**src/rtl/ser_pkg.sv**
```systemverilog
// rtl/ser_pkg.sv - shared constants and FSM encoding for the serial adder datapath
package ser_pkg;

    // Default operand width shared by the feeder, serial adder and sum collector
    localparam int SER_WIDTH = 4;

    typedef enum logic [1:0] {
        ST_IDLE  = 2'd0,
        ST_SHIFT = 2'd1,
        ST_FLUSH = 2'd2
    } ser_state_t;

    // Bit-counter width for a given operand width, never narrower than one bit
    function automatic int cnt_width(input int width);
        return (width > 1) ? $clog2(width) : 1;
    endfunction

endpackage

```
**src/rtl/piso_shift.sv**
```systemverilog
// rtl/piso_shift.sv - parallel-load, shift-right, zero-fill register presenting its LSB
module piso_shift
    import ser_pkg::*;
#(
    parameter int WIDTH = SER_WIDTH
) (
    input  logic             clk,
    input  logic             rst,
    input  logic             i_load,
    input  logic             i_shift,
    input  logic [WIDTH-1:0] i_data,
    output logic             o_lsb
);

    logic [WIDTH-1:0] r_data;

    // Load wins over shift; zero fill leaves the register empty once a word has drained
    always_ff @(posedge clk or posedge rst) begin
        if (rst) begin
            r_data <= '0;
        end else if (i_load) begin
            r_data <= i_data;
        end else if (i_shift) begin
            r_data <= r_data >> 1;
        end
    end

    assign o_lsb = r_data[0];

endmodule

```
**src/rtl/ser_operand_feeder.sv**
```systemverilog
// rtl/ser_operand_feeder.sv - serialises operand pairs LSB-first with framing; optional SER_FEEDER_SUB_EN adds subtraction
module ser_operand_feeder
    import ser_pkg::*;
#(
    parameter int WIDTH = SER_WIDTH
) (
    input  logic             clk,
    input  logic             rst,
    input  logic             in_valid,
    output logic             in_ready,
`ifdef SER_FEEDER_SUB_EN
    input  logic             op_sub,
    output logic             cin_ser,
`endif
    input  logic [WIDTH-1:0] a_in,
    input  logic [WIDTH-1:0] b_in,
    output logic             a_ser,
    output logic             b_ser,
    output logic             ser_first,
    output logic             ser_last,
    output logic             ser_active,
    output logic             load_out
);

    localparam int               CNT_W        = cnt_width(WIDTH);
    localparam logic [CNT_W-1:0] LAST_IDX     = CNT_W'(WIDTH - 1);
    // Only consulted when WIDTH >= 2; for WIDTH = 1 the SHIFT state always exits first
    localparam logic [CNT_W-1:0] PRE_LAST_IDX = CNT_W'(WIDTH - 2);

    ser_state_t       r_state;
    logic [CNT_W-1:0] r_cnt;
    logic             r_in_ready;
    logic             r_active;
    logic             r_first;
    logic             r_last;
    logic             r_load;

    logic             w_accept;
    logic             w_shift;
    logic [WIDTH-1:0] w_b_load;

    // Operands are only sampled on the edge that hands the pair over
    assign w_accept = (r_state == ST_IDLE) && r_in_ready && in_valid;
    assign w_shift  = (r_state == ST_SHIFT);

`ifdef SER_FEEDER_SUB_EN
    logic r_cin;
    // Subtraction streams ~B and injects the +1 through the carry-in on bit 0
    assign w_b_load = op_sub ? ~b_in : b_in;
    assign cin_ser  = r_cin;
`else
    assign w_b_load = b_in;
`endif

    piso_shift #(.WIDTH(WIDTH)) u_shift_a (
        .clk     (clk),
        .rst     (rst),
        .i_load  (w_accept),
        .i_shift (w_shift),
        .i_data  (a_in),
        .o_lsb   (a_ser)
    );

    piso_shift #(.WIDTH(WIDTH)) u_shift_b (
        .clk     (clk),
        .rst     (rst),
        .i_load  (w_accept),
        .i_shift (w_shift),
        .i_data  (w_b_load),
        .o_lsb   (b_ser)
    );

    // Sequencer: accept a pair, frame WIDTH serial bits, then one load strobe cycle
    always_ff @(posedge clk or posedge rst) begin
        if (rst) begin
            r_state    <= ST_IDLE;
            r_cnt      <= '0;
            r_in_ready <= 1'b0;
            r_active   <= 1'b0;
            r_first    <= 1'b0;
            r_last     <= 1'b0;
            r_load     <= 1'b0;
`ifdef SER_FEEDER_SUB_EN
            r_cin      <= 1'b0;
`endif
        end else begin
            case (r_state)
                ST_IDLE: begin
                    r_load <= 1'b0;
                    if (w_accept) begin
                        r_state    <= ST_SHIFT;
                        r_cnt      <= '0;
                        r_in_ready <= 1'b0;
                        r_active   <= 1'b1;
                        r_first    <= 1'b1;
                        r_last     <= (WIDTH == 1);
`ifdef SER_FEEDER_SUB_EN
                        r_cin      <= op_sub;
`endif
                    end else begin
                        r_in_ready <= 1'b1;
                    end
                end
                ST_SHIFT: begin
                    r_first <= 1'b0;
`ifdef SER_FEEDER_SUB_EN
                    r_cin   <= 1'b0;
`endif
                    if (r_cnt == LAST_IDX) begin
                        r_state  <= ST_FLUSH;
                        r_active <= 1'b0;
                        r_last   <= 1'b0;
                        r_load   <= 1'b1;
                    end else begin
                        r_cnt  <= r_cnt + CNT_W'(1);
                        r_last <= (r_cnt == PRE_LAST_IDX);
                    end
                end
                ST_FLUSH: begin
                    r_state    <= ST_IDLE;
                    r_load     <= 1'b0;
                    r_in_ready <= 1'b1;
                end
                default: begin
                    r_state    <= ST_IDLE;
                    r_active   <= 1'b0;
                    r_first    <= 1'b0;
                    r_last     <= 1'b0;
                    r_load     <= 1'b0;
                    r_in_ready <= 1'b0;
                end
            endcase
        end
    end

    assign in_ready   = r_in_ready;
    assign ser_active = r_active;
    assign ser_first  = r_first;
    assign ser_last   = r_last;
    assign load_out   = r_load;

endmodule

```
**config.mk**
```make
export PLATFORM = sky130hd
export DESIGN_NAME = ser_operand_feeder
export DESIGN_NICKNAME = d
export VERILOG_FILES = /design/src/rtl/ser_pkg.sv /design/src/rtl/piso_shift.sv /design/src/rtl/ser_operand_feeder.sv
export SDC_FILE = /design/constraint.sdc
export NUM_CORES = 1
export LEC_CHECK = 0
export ABC_AREA = 1
export BUFFER_PORTS_ARGS = -buffer_cell sky130_fd_sc_hd__buf_2
export CAP_MARGIN = 20
export CORE_MARGIN = 2
export CORE_UTILIZATION = 45
export CTS_BUF_LIST = sky130_fd_sc_hd__clkbuf_4
export DETAILED_ROUTE_END_ITERATION = 12
export PLACE_DENSITY = 0.77
export SETUP_SLACK_MARGIN = 0.15
export SLEW_MARGIN = 20
export SYNTH_ARGS = -nofsm -noshare
export SYNTH_HDL_FRONTEND = slang
export SYNTH_SLANG_ARGS = --single-unit
```
**constraint.sdc**
```tcl
create_clock -name clk -period 1.8 [get_ports clk]
set_clock_uncertainty 0.1 [all_clocks]
set_input_delay 0.27 -clock clk [delete_from_list [all_inputs] [get_ports clk]]
set_output_delay 0.27 -clock clk [all_outputs]
set_load 0.01 [all_outputs]
```
==> impl_metrics.yaml, run 1 <==
logic_synthesis:
  synth_area_um2: 868
  synth_compound_area_frac: 0.0115
  synth.distinct_cells: 14
  synthSimpleGateAreaFrac: 0.352
  syn_inst: 107
  synth-xor-area-share: 0
  syn-mean-instance-area_um2: 8.12
  ys_warn_count: 0
  synth_adder_area_share: 0.0288
  synthMuxAreaShare: 0
  synth-seq-cells: 17
  syn_nets: 120
  seq_area_frac_synth: 0.490
  synth_top_family_by_area: "simple AND/OR/NAND/NOR gates"
sta:
  fmaxAchievable_mhz: 740
  rsz0062_at_grt: "no"
  finalCritPeriodShare: 0.750
  worst_pin_slew_ps: 632
  final.setup.tns_ps: 0
  setup_viol: 0
  fin_ws_ps: 449
  whs_ps: 62.9
  finalMaxSlewViolations: 0
  min_period_ps: 1350
  hold_viol_final: 0
  relSlewSlack: 0.579
power_and_ir_drop:
  power_density_mw_per_mm2: 1660
  p_leak_nw: 0.590
  power_mw: 1.63
  peakVddDrop_uv: 656
placement:
  place_ws_ps: 493
  gp_congestion: 0.799
  io_buffers: 17
  dp.final_hpwl_mm: 1.15
  placedCellCount: 145
floorplan:
  fp.dieH_um: 47.9
  rows: 15
  dieArea_mm2: 0.00230
  start_util: 0.492
  die_w_um: 47.9
  core_area_mm2: 0.00176
  ios: 18
global_routing:
  grt_pass1_wl_mm: 2.44
  grt_max_degree: 21
  antenna_found_initial: 0
  grt-ovfl-total: 0
  grt_pass1_vias: 584
  grt_usage: 0.161
clock_network:
  root_buffer: "clkbuf_4"
  post_cts_resized: 0
  cts_setup_buffers: 0
  insertion_delay_ps: 300
  clockBufferDepth: 2
  htree_levels: 1
  cts_buffers: 3
  postCtsHoldBufs: 1
  clock_sinks: 17
  cts_tree: "built"
  clk_pin_slew_ps: 100
worst_setup_path:
  end_kind: "flip-flop"
  required_ps: 1900
  cp-start-kind: "flip-flop"
  cp_data_arrival_time_ps: 1450
  critPathKind: "flip-flop to flip-flop"
  worst-path-max-fanout: 20
layout:
  drive_gt1_frac: 0.216
  nets: 139
  instances_no_fill: 150
  area_growth_pct: 13.0
  antennaDiodeCount: 0
detailed_routing:
  wire_per_inst_um: 10.9
  met2_length_um: 752
  drtAntennaViolNets: 0
  vias: 706
  drc: 0
  met1_length_um: 777
  top_layer: "met4"
  drt_first_iter_violations: 19
  vias_per_cell: 4.71
  met3_length_um: 62
  dr.pass1.iters: 4
  drt-total-wl_mm: 1.64
flow_run:
  cap_violations: 0
outcome:
  status: "completed"
worst_hold_path:
  hold_class: "input pin to flip-flop"
==> cell families after synthesis <==
family	count (synthesis)
and+or+nand+nor	66
buffers and inverters	20
DFF	17
AOI/OAI and AO/OA	2
adders and majority gates	2
==> per-stage QoR <==
| stage | cell area [um2] | util |
|---|---|---|
| global placement | 943 | 0.535 |
| floorplan | 868 | - |
| detailed placement | 943 | 0.535 |
| finish | 981 | 0.556 |
| global route | 981 | 0.556 |
| CTS | 981 | 0.556 |
==> state kept, by name, summed over array words and instances, names as in the netlist <==
signal	count
ser_last	1
ser_active	1
u_shift_b.r_data	4
r_cnt	2
in_ready	1
u_shift_a.r_data	4
load_out	1
ser_first	1
r_state	2
==> area by class of cell <==
class | count | area, um2
clock buffers | 3 | 22.5
clock inverters | 1 | 5.00
repair buffers | 18 | 95.1
multi-input cells | 70 | 340
well taps | 25 | 31.3
fillers | 179 | 783
flip-flops and latches | 17 | 425
inverters | 16 | 61.3
==> worst max-delay path, cell delays in order, from the launching register on <==
cell	delay, ps
dfrtp_1	540
nor2_4	250
nand2_4	170
nand3_1	130
nand2_1	60
==> placed cells by master (no fill, tap or decap) <==
cell type,instances
dlygate4sd3_1,1
clkinv_2,2
nand4_1,2
a21oi_1,2
nor2_4,2
inv_2,2
ha_1,2
clkbuf_4,3
nand2_1,34
buf_2,17
nand3_1,24
nand2_4,1
nor2_1,3
dfrtp_1,17
inv_1,13
==> layer usage <==
metal  vias to the layer above  GRT usage
li1                        370          -
met1                       313      0.226
met2                        18      0.216
met3                         5     0.0340
met4                         0      0.114
met5                         -          0
==> final timing paths <==
kind	from	to	slack (ps)	cells past startpoint
min	b_in[3]	u_shift_b.r_data[3]	60	3
min in group asynchronous	rst	r_cnt[1]	480	3
max reg2reg	r_state[0]	r_cnt[1]	450	4
min reg2reg	ser_first	ser_first	400	2
max in group asynchronous	rst	u_shift_a.r_data[0]	710	3
max	r_state[0]	r_cnt[1]	450	4
==> power by group <==
part | switching, mW | internal, mW
logic | 0.453 | 0.267
clock network | 0.131 | 0.0829
registers | 0.138 | 0.555
==> synth_stat cells <==
cell,count,area (um2)
nor2_4,2,22.5
nand3_1,24,120
buf_6,3,33.8
buf_4,1,7.51
dfrtp_1,17,425
nor2_1,3,11.3
a21oi_1,2,10.0
inv_1,13,48.8
clkinv_2,1,5.00
inv_2,2,7.51
nand4_1,2,12.5
nand2_1,34,128
ha_1,2,25.0
nand2_4,1,11.3
Power figures use the tool's default switching activity.
==> run 2, diff against run 1 <==
ABC_AREA = 0   (was 1)
PLACE_DENSITY = 0.78   (was 0.77)
clock period = 1.3 ns   (was 1.8 ns; I/O delays follow)
==> run 2 against run 1 <==
Net effect: the flow now finishes with violations (setup timing); first-iteration DRC count is 100% lower; area after synthesis fell by 16%; non-clock buffer count is 15 higher; cell count fell by 23%; global-route usage up 2.1 points; critical path depth did not move; clock power up 39%; hold slack worse by 47 ps; critical endpoint unchanged.
==> impl_metrics.yaml, run 2 <==
power_and_ir_drop:
  p_leak_nw: 0.548
  peakVddDrop_uv: 1300
  power_density_mw_per_mm2: 2320
  power_mw: 2.49
layout:
  final_common_cell: "buf_2"
  most-common-layout-cells: "buf_2 (17), dfrtp_1 (15), nand2_1 (7), buf_4 (7), buf_6 (7)"
  nets: 113
  largestRegisters: "u_shift_a.r_data (4), u_shift_b.r_data (4)"
  fill_cells: 119
  area_growth_pct: 47.2
  drive_gt1_frac: 0.535
  antennaDiodeCount: 0
worst_setup_path:
  crit_family: "simple AND/OR/NAND/NOR gates"
  reg2reg_slack_ps: -70
  slowest_stage: "or3b_4"
  cp_data_arrival_time_ps: 1460
  end_kind: "flip-flop"
  path_cells: "ha_2, or3b_4, nand3_1, o21ai_1"
  timing.critical_path.buf_inv: 0
  cp-start-kind: "flip-flop"
  critPathKind: "flip-flop to flip-flop"
  slowest_delay_ps: 410
  required_ps: 1380
  worst-path-max-fanout: 6
global_routing:
  antenna_found_initial: 0
  grt_max_degree: 18
  grt_pass1_vias: 575
  grt_pass1_wl_mm: 2.50
  grt-ovfl-total: 0
  grt_usage: 0.181
floorplan:
  ios: 18
  start_util: 0.484
  die_w_um: 44.3
  rows: 14
  fp.dieH_um: 44.3
  core_area_mm2: 0.00151
  dieArea_mm2: 0.00196
logic_synthesis:
  yosys.area.top_type: "dfrtp_1"
  syn_nets: 79
  synth-seq-cells: 17
  syn_inst: 66
  synth_area_um2: 729
  async_reset_ff_frac: 1.00
  syn-mean-instance-area_um2: 11.1
  synth_flop_cell: "dfrtp_1"
  synth.distinct_cells: 23
  synth_edf_count: 0
  ys_warn_count: 0
  ys_top_cells_by_area: "dfrtp_1 (58%), a22oi_1 (6.2%), o21ai_0 (4.1%)"
  ys_top_cells_by_count: "dfrtp_1 (17), nand2_1 (7), a22oi_1 (6), o21ai_0 (6), buf_2 (4)"
  synthMostInstantiatedCell: "dfrtp_1"
  yosysTopAreaCellShare: 0.583
  seq_area_frac_synth: 0.583
detailed_routing:
  drt-total-wl_mm: 1.53
  drtAntennaViolNets: 0
  drc: 0
  vias_per_cell: 5.25
  wire_per_inst_um: 13.3
  drt_first_iter_violations: 0
  dr.pass1.iters: 1
  vias: 604
placement:
  io_buffers: 17
  place_ws_ps: -83.3
  gp_congestion: 0.719
  dp.final_hpwl_mm: 1.05
flow_run:
  cap_violations: 0
clock_network:
  clockBufferDepth: 2
  root_buffer: "clkbuf_4"
  cts_tree: "built"
  cts_buffers: 3
  clk_pin_slew_ps: 100
  htree_levels: 1
  insertion_delay_ps: 290
  clock_sinks: 17
sta:
  fin_ws_ps: -72.0
  worst_pin_slew_ps: 218
  setup_viol: 3
  fmaxAchievable_mhz: 729
  rsz0062_at_grt: "yes"
  finalCritPeriodShare: 1.06
  relSlewSlack: 0.855
  hold_viol_final: 0
  min_period_ps: 1370
  finalMaxSlewViolations: 0
outcome:
  violations: "setup timing"
  status: "finished, violations left"
worst_hold_path:
  hold_class: "input pin to flip-flop"
-- run 2: cell types whose count changed after synthesis, sizes merged, moves of 2 or more --
cell | before | now
nand3 | 24 | 2
nand2 | 35 | 7
a22o | 0 | 2
nor2 | 5 | 1
inv | 15 | 3
a22oi | 0 | 6
nand4 | 2 | 0
o21ai | 0 | 8
-- run 2: cells by family after synthesis --
group,count (synthesis),share of synthesized area
buffers and inverters,7,0.0429
DFF,17,0.583
adders and majority gates,2,0.0343
AOI/OAI and AO/OA,22,0.196
and+or+nand+nor,18,0.144
-- run 2: layout make-up --
class	instances	area, um2	area share
Clock buffer	4	30.0	0.0280
Inverter	3	11.3	0.0105
Multi-Input combinational cell	42	338	0.315
Sequential cell	17	428	0.399
Tap cell	16	20.0	0.0186
Timing Repair Buffer	33	246	0.230
-- run 2: worst min-delay path: stages --
cell and delay, ps:
buf_2 80, a22oi_2 50, nand2_1 50
-- run 2: final timing paths --
path | end | cells after the start | startpoint
worst max register to register | r_cnt[1] | 4 | r_cnt[1]
worst min-delay path | u_shift_a.r_data[2] | 3 | a_in[2]
worst min register to register | ser_first | 1 | ser_first
min in group asynchronous | r_cnt[1] | 4 | rst
max in group asynchronous | r_state[1] | 4 | rst
worst max-delay path | r_cnt[1] | 4 | r_cnt[1]
-- run 2: where the power goes --
| part | total [mW] | internal [mW] | switching, mW |
|---|---|---|---|
| combinational | 1.28 | 0.718 | 0.565 |
| sequential | 0.911 | 0.755 | 0.156 |
| clock | 0.297 | 0.140 | 0.157 |
-- run 2: timing repair --
action	in CTS	in global routing
cloned	0	0
buffers inserted	1	2
pin swaps	1	7
hold endpoints to repair	17	0
endpoints found under the setup margin	18	18
resized for setup	4	13
hold buffers	1	0
-- run 2: metrics by stage --
step                      TNS [ps]  utilization  hold slack [ps]  std cells  instance area, um2
after floorplan               -213            -             21.1         66                 778
after global placement        -111        0.633              111        107                 953
after detailed placement      -239        0.633              118        107                 953
after CTS                     -160        0.673             11.6        113                1010
after global routing          -368        0.713             4.67        115                1070
final                         -186        0.713             15.9        115                1070
-- run 2: per-layer routing --
layer,part of all wire,wire length [um],GRT usage,up-vias
met2,0.49,751,0.288,15
li1,-,-,-,302
met5,0,0,0,-
met3,0.052,80,0.0653,2
met4,0.0033,5,0.0545,0
met1,0.45,689,0.233,285
==> run 3, diff against run 2 <==
CORE_UTILIZATION = 53   (was 45)
PLACE_DENSITY = 0.88   (was 0.78)
==> run 3 against run 2 <==
Net effect: the flow still finishes with violations (setup timing); largest cell class unchanged; largest power group unchanged; sequential share of layout area shrank 0.84 points; worst setup slack lost 24 ps; critical endpoint unchanged; hold slack lost 8.5 ps; first-iteration DRC count grew 6.
==> impl_metrics.yaml, run 3 (synthesis gave the netlist of run 2 again) <==
placement:
  dp.final_hpwl_mm: 1.15
  place_ws_ps: -128
  gp_congestion: 0.737
  io_buffers: 17
  placed_area_um2: 945
global_routing:
  grt_pass1_wl_mm: 2.61
  grt_usage: 0.250
  grt_pass1_vias: 629
  grt-ovfl-total: 0
  grt_max_degree: 18
  antenna_found_initial: 0
detailed_routing:
  dr.pass1.iters: 2
  vias: 648
  wire_per_inst_um: 15.9
  drc: 0
  drt-total-wl_mm: 1.90
  drtAntennaViolNets: 0
  drt_first_iter_violations: 6
  vias_per_cell: 5.45
floorplan:
  ios: 18
  start_util: 0.561
  core_area_mm2: 0.00130
  dieArea_mm2: 0.00169
  fp.dieH_um: 41.1
  rows: 13
  die_w_um: 41.1
clock_network:
  cts_buffers: 3
  root_buffer: "clkbuf_4"
  insertion_delay_ps: 300
  clockBufferDepth: 2
  clk_pin_slew_ps: 100
  clock_sinks: 17
  cts_tree: "built"
  htree_levels: 1
sta:
  min_period_ps: 1400
  fmaxAchievable_mhz: 716
  finalMaxSlewViolations: 0
  worst_pin_slew_ps: 218
  hold_viol_final: 0
  setup_viol: 3
  rsz0062_at_grt: "yes"
  relSlewSlack: 0.855
  fin_ws_ps: -95.8
  finalCritPeriodShare: 1.07
layout:
  nets: 118
  most-common-layout-cells: "buf_4 (18), buf_2 (17), dfrtp_1 (16)"
  final_area_mm2: 0.00109
  area_growth_pct: 49.9
  antennaDiodeCount: 0
  drive_gt1_frac: 0.567
  largestRegisters: "u_shift_a.r_data (4), u_shift_b.r_data (4)"
  final_common_cell: "buf_4"
power_and_ir_drop:
  power_density_mw_per_mm2: 2390
  p_seq_frac: 0.349
  switching_power_uw: 999
  p_leak_nw: 0.564
  p_sw_frac: 0.382
  peakVddDrop_uv: 1610
  power.internal_mw: 1.62
  p_clk_frac: 0.108
  pwr-share-comb: 0.542
flow_run:
  cap_violations: 0
worst_setup_path:
  end_kind: "flip-flop"
  cp_data_arrival_time_ps: 1490
  required_ps: 1400
  critPathKind: "flip-flop to flip-flop"
  reg2reg_slack_ps: -100
  cp-start-kind: "flip-flop"
  worst-path-max-fanout: 6
worst_hold_path:
  hold_class: "input pin to flip-flop"
outcome:
  violations: "setup timing"
  status: "finished, violations left"
-- run 3: cell types whose count changed in the layout (fill, tap and decap cells not counted), sizes merged --
cell and change:
buf +4, clkbuf -1, clkinv +1, dlygate4sd3 +1
-- run 3: power by group through the flow --
stage	clock network, mW	logic [mW]	registers [mW]
2_1_floorplan	0	0.622	0.944
5_1_grt	0.311	1.55	0.930
3_3_place_gp	0	1.02	0.894
3_5_place_dp	0	1.07	0.911
4_1_cts	0.288	1.22	0.902
6_report	0.284	1.42	0.913
-- run 3: timing repair --
action | CTS | global route
hold buffers | 2 | 0
setup endpoints to repair | 18 | 23
pin swaps | 5 | 3
buffers inserted | 1 | 7
resized for setup | 8 | 3
hold endpoints to repair | 18 | 0
-- run 3: worst max-delay path, cell delays in order, from the launching register on --
cell and delay (ps):
dfrtp_2 450, or4bb_4 580, nand3_2 110, o21ai_2 60
-- run 3: cell type report --
| type | instances | area, um2 |
|---|---|---|
| Timing Repair Buffer | 38 | 260 |
| Inverter | 3 | 11.3 |
| Fill cell | 82 | 208 |
| Tap cell | 15 | 18.8 |
| Sequential cell | 17 | 427 |
| Multi-Input combinational cell | 42 | 349 |
| Clock buffer | 3 | 22.5 |
| Clock inverter | 1 | 5.00 |
-- run 3: worst paths after layout --
kind / startpoint / endpoint / cells past startpoint
min: b_in[0] / u_shift_b.r_data[0] / 3
max in group asynchronous: rst / r_state[0] / 4
max reg2reg: r_state[0] / r_cnt[1] / 3
min reg2reg: ser_first / ser_first / 1
max: r_state[0] / r_cnt[1] / 3
min in group asynchronous: rst / r_cnt[1] / 4
-- run 3: routing by layer --
layer,share of wire,track usage
met1,0.40,0.257
met5,0,0
met4,0.019,0.121
met2,0.54,0.449
met3,0.042,0.0815
-- run 3: metrics by stage --
step | power [mW] | util | hold WS, ps | std cells | TNS [ps]
after detailed placement | 1.98 | 0.726 | 116 | 105 | -332
final | 2.62 | 0.840 | 7.39 | 119 | -201
after global placement | 1.92 | 0.726 | 111 | 105 | -115
after CTS | 2.41 | 0.794 | 3.75 | 112 | -191
after global routing | 2.79 | 0.840 | 1.25 | 119 | -555
after floorplan | 1.57 | - | 21.1 | 66 | -213
